--- config.mk ---
export PLATFORM = sky130hd
export DESIGN_NAME = seven_seg_scan_ctrl
export DESIGN_NICKNAME = d
export VERILOG_FILES = /design/src/rtl/seven_seg_pkg.sv /design/src/rtl/seven_seg_dwell_counter.sv /design/src/rtl/seven_seg_scan_ctrl.sv
export SDC_FILE = /design/constraint.sdc
export NUM_CORES = 1
export LEC_CHECK = 0
export BUFFER_PORTS_ARGS = -buffer_cell sky130_fd_sc_hd__buf_4
export CORE_ASPECT_RATIO = 2
export CORE_MARGIN = 2
export CORE_UTILIZATION = 53
export DETAILED_ROUTE_END_ITERATION = 10
export MAX_ROUTING_LAYER = met4
export PLACE_DENSITY = 0.79
export SLEW_MARGIN = 20
export SYNTH_ARGS = -nofsm -noshare
export SYNTH_HDL_FRONTEND = slang
export SYNTH_SLANG_ARGS = --single-unit
--- constraint.sdc ---
create_clock -name clk -period 2.19 [get_ports clk]
set_clock_uncertainty 0.2 [all_clocks]
set_input_delay 0.438 -clock clk [delete_from_list [all_inputs] [get_ports clk]]
set_output_delay 0.438 -clock clk [all_outputs]
set_load 0.05 [all_outputs]
--- src/rtl/seven_seg_pkg.sv ---
// Shared types and widths for the seven-segment scan controller.
// Imported by the scan controller and its dwell counter.
package seven_seg_pkg;

   typedef enum logic [1:0] {
      IDLE,
      BLANK,
      DRIVE
   } state_t;

   localparam int NIB_W = 4;
   localparam int SEG_W = 7;

endpackage

--- src/rtl/seven_seg_dwell_counter.sv ---
// Wrap counter timing how long each digit is driven.
// Flags the final cycle of the dwell period.
module seven_seg_dwell_counter #(
   parameter int p_dwell = 3,
   localparam int CW = (p_dwell > 1) ? $clog2(p_dwell) : 1
) (
   input  logic          clk,
   input  logic          clear,
   input  logic          inc,
   output logic [CW-1:0] cnt,
   output logic          last
);

   localparam logic [CW-1:0] LAST_CNT = CW'(p_dwell - 1);

   // clear wins over inc so every dwell starts from zero
   always_ff @(posedge clk) begin
      if (clear) begin
         cnt <= '0;
      end else if (inc) begin
         cnt <= cnt + 1'b1;
      end
   end

   assign last = (cnt == LAST_CNT);

endmodule

--- src/rtl/seven_seg_scan_ctrl.sv ---
// Time-multiplexed scan of p_ndigits digits through one shared decoder.
// New values are double-buffered and only shown from a frame boundary.
module seven_seg_scan_ctrl
   import seven_seg_pkg::*;
#(
   parameter int p_ndigits = 4,
   parameter int p_dwell   = 3
) (
   input  logic                       clk,
   input  logic                       rst,
   input  logic                       en,
   input  logic                       load_val,
   input  logic [NIB_W*p_ndigits-1:0] load_data,
   output logic [NIB_W-1:0]           dec_in,
   input  logic [SEG_W-1:0]           dec_seg,
   output logic [SEG_W-1:0]           seg,
   output logic [p_ndigits-1:0]       digit_en,
   output logic                       frame_done
);

   localparam int DW = NIB_W * p_ndigits;
   localparam int IW = (p_ndigits > 1) ? $clog2(p_ndigits) : 1;
   localparam int CW = (p_dwell > 1) ? $clog2(p_dwell) : 1;
   localparam logic [IW-1:0] LAST_IDX = IW'(p_ndigits - 1);

   state_t          state;
   logic [DW-1:0]   active;
   logic [DW-1:0]   shadow;
   logic            pend;
   logic [IW-1:0]   idx;
   logic [CW-1:0]   cnt;
   logic            last;
   logic            in_drive;
   logic            final_cyc;
   logic            commit;
   logic            cnt_clr;

   assign in_drive  = (state == DRIVE);
   assign final_cyc = in_drive && last && (idx == LAST_IDX);
   assign commit    = en && ((state == IDLE) || final_cyc);
   assign cnt_clr   = rst || !en || !in_drive || last;

   seven_seg_dwell_counter #(
      .p_dwell (p_dwell)
   ) u_dwell (
      .clk   (clk),
      .clear (cnt_clr),
      .inc   (in_drive),
      .cnt   (cnt),
      .last  (last)
   );

   // scan sequencing plus shadow/active buffering of the display value
   always_ff @(posedge clk) begin
      if (rst) begin
         state  <= IDLE;
         active <= '0;
         shadow <= '0;
         pend   <= 1'b0;
         idx    <= '0;
      end else begin
         if (load_val) begin
            shadow <= load_data;
            pend   <= 1'b1;
         end
         if (commit) begin
            active <= load_val ? load_data : shadow;
            pend   <= 1'b0;
         end
         unique case (state)
            IDLE: begin
               if (en) begin
                  state <= BLANK;
                  idx   <= '0;
               end
            end
            BLANK: begin
               if (!en) begin
                  state <= IDLE;
                  idx   <= '0;
               end else begin
                  state <= DRIVE;
               end
            end
            DRIVE: begin
               if (!en) begin
                  state <= IDLE;
                  idx   <= '0;
               end else if (last) begin
                  state <= BLANK;
                  idx   <= (idx == LAST_IDX) ? '0 : idx + 1'b1;
               end
            end
            default: begin
               state <= IDLE;
               idx   <= '0;
            end
         endcase
      end
   end

   assign dec_in     = (state == IDLE) ? '0
                     : active[int'(idx)*NIB_W +: NIB_W];
   assign seg        = in_drive ? dec_seg : '0;
   assign digit_en   = in_drive ? (p_ndigits'(1) << idx) : '0;
   assign frame_done = final_cyc;

endmodule

==> metrics.yaml <==
run_status:
  status: "completed"
power:
  peakVddDrop_mv: 0.699
  p_clk_frac: 0.334
  sequentialPowerShare: 0.528
  internal_power_mw: 1.08
  pwr_density_cell_nw_per_um2: 623
  finalPower_mw: 1.41
  switching_power_mw: 0.330
  p_leak_nw: 1.01
  swShare: 0.235
  combPwrFrac: 0.138
timing:
  max_slew_margin: 0.772
  report.final.hold_viol_count: 0
  post-route-period-util: 0.972
  slew_viol_final: 0
  worst_pin_slew_ns: 0.341
  period_minus_slack_ns: 2.13
  timing.fmax_ghz: 0.470
  setup_viol: 0
  rsz0062_at_grt: "yes"
setup_path:
  critPathBufInv: 1
  r2r-start: "idx[0]$_SDFFE_PP0P_"
  worstReg2RegEnd: "active[3]$_SDFFE_PP0P_"
  ff2ff_path_depth: 6
  path_class: "flop to output pin"
  rrSetupSlack_ns: 0.35
  setup.worst_path.end_class: "output pin"
  cp_top_family: "multiplexers"
  critical_path.cell_chain: "mux4_2 -> nor2b_1 -> buf_6"
  cp.arrival_ns: 1.49
  slowest_delay_ns: 0.50
  cp-start-kind: "flop"
  crit_slowest_cell: "mux4_2"
  cp.required_ns: 1.55
  crit_fanout: 6
logic_synthesis:
  syn-num-nets: 200
  synth_edf_count: 0
  synthArstFlopShare: 0
  synth_seq_cells: 38
  netlist_area_um2: 1850
  synth_cell_type_count: 36
  synth-seq-area-share: 0.412
  ys.warnings.count: 0
  synthCells: 168
  syn_avg_cell_area_um2: 11.0
  synthFlopType: "dfxtp_1"
cells_and_area:
  fin_nets: 241
  area_growth_pct: 22.2
  drive_gt1_frac: 0.394
  final_cell_mix: "buf_4, dfxtp_1, nor2b_1"
  layout_commonest_cell: "buf_4"
  antenna-diode-count: 0
  finalInstanceArea_um2: 2260
  stdcell_count: 240
floorplan:
  rows: 30
  die-area_um2: 4000
  core_area_um2: 3380
  die_x_um: 45.7
  die_h_um: 87.5
  pin_count: 43
  start_util: 0.547
place:
  dpl-instance-area_um2: 2160
  dp_cells: 234
  io_buffer_count: 42
  gp_congestion: 0.750
  dp_hpwl_um: 2710
global_route:
  antenna_found_initial: 0
  track_usage: 0.203
  grt_start_max_net_pins: 36
  grt-ovfl-total: 0
  grt_pass1_vias: 1379
  grt_pass1_wl_um: 5720
job:
  drv_cap: 0
min_path:
  holdPathStages: 1
  hold-path-endpoint: "u_dwell.cnt[0]$_SDFFE_PP0N_"
  hp-class: "flop to flop"
  hold_start: "u_dwell.cnt[0]$_SDFFE_PP0N_"
detailed_routing:
  via_per_inst: 5.46
  vias: 1311
  drc: 0
  ant_nets: 0
  first_pass_iters: 3
  drt_iter0_drc: 12
  wl_per_cell_um: 15.1
  drt-total-wl_um: 3620
clocking:
  clock-root-buffer: "clkbuf_8"
  worstSkewPairLatency_ns: 0.29
  cts_buffers: 5
  cts_tree: "yes"
  htreeDepth: 2
  numClockSinks: 38
  clockBufferDepth: 2
  post_cts_buffers: 0
  clk_pin_slew_ns: 0.08
## metrics by stage
stage	setup WS (ns)	hold WS (ns)	util	TNS [ns]
5_1_grt	-0.0133	0.234	0.668	-0.0193
2_1_floorplan	0.0414	0.199	-	0
3_3_place_gp	0.205	0.206	0.639	0
3_5_place_dp	0.189	0.211	0.639	0
4_1_cts	0.000613	0.221	0.664	0
6_report	0.0620	0.220	0.668	0
## state kept, by name, indices dropped and copies added (netlist names)
register     cells
state            2
active          16
shadow          16
u_dwell.cnt      2
idx              2
## repair_timing
| item | CTS | global route |
|---|---|---|
| pin swaps | 0 | 0 |
| setup endpoints to repair | 4 | 16 |
| hold buffers | 0 | 0 |
| resized for setup | 2 | 5 |
## power by group through the flow
stage / Clock, mW / Combinational [mW] / Sequential, mW
finish: 0.469 / 0.194 / 0.742
global route: 0.510 / 0.209 / 0.745
CTS: 0.480 / 0.196 / 0.742
detailed placement: 0 / 0.195 / 0.759
global placement: 0 / 0.187 / 0.757
floorplan: 0 / 0.140 / 0.752
## area by class of cell
type | instances | area, µm²
timing repair buffer | 46 | 369
clock buffer | 6 | 82.6
tap | 32 | 40.0
sequential | 38 | 767
multi-input combinational | 115 | 987
fill | 260 | 1120
inverter | 3 | 11.3
## kinds of logic after synthesis
kind of cell             Yosys count  synth area share
AND/OR/NAND/NOR                   67             0.215
flip-flops                        38             0.412
multiplexers                      37             0.259
buffers and inverters             15            0.0535
AO/OA/AOI/OAI                      6            0.0271
adder cells (fa/ha/maj)            5            0.0339
## worst max path at each step
stage,start,slack (ns),cells after the start,end
4_1_cts,state[0]$_SDFFE_PP0P_,0.0006,3,frame_done
2_1_floorplan,idx[0]$_SDFFE_PP0P_,0.04,3,dec_in[1]
3_3_place_gp,idx[0]$_SDFFE_PP0P_,0.20,3,dec_in[3]
6_report,idx[0]$_SDFFE_PP0P_,0.06,3,dec_in[1]
5_1_grt,idx[0]$_SDFFE_PP0P_,-0.01,3,dec_in[1]
3_5_place_dp,idx[0]$_SDFFE_PP0P_,0.19,3,dec_in[1]
## layer usage
layer,vias up,share of wire,GRT usage
met5,-,0,-
met4,0,0.018,0.0883
met3,4,0.049,0.0498
met2,39,0.56,0.362
met1,625,0.37,0.196
li1,643,-,-
## Yosys cell counts, types with 3 or more instances
master / instances / area share
mux2_2: 6 / 0.037
nor3_1: 3 / 0.0081
nor2_1: 17 / 0.035
ha_1: 5 / 0.034
mux2_4: 10 / 0.081
and2_1: 11 / 0.037
inv_1: 3 / 0.0061
buf_2: 5 / 0.014
mux2i_1: 17 / 0.092
mux4_2: 4 / 0.049
dfxtp_1: 38 / 0.41
nor2b_1: 20 / 0.068
Note: power is estimated with default switching activity, not from simulation.
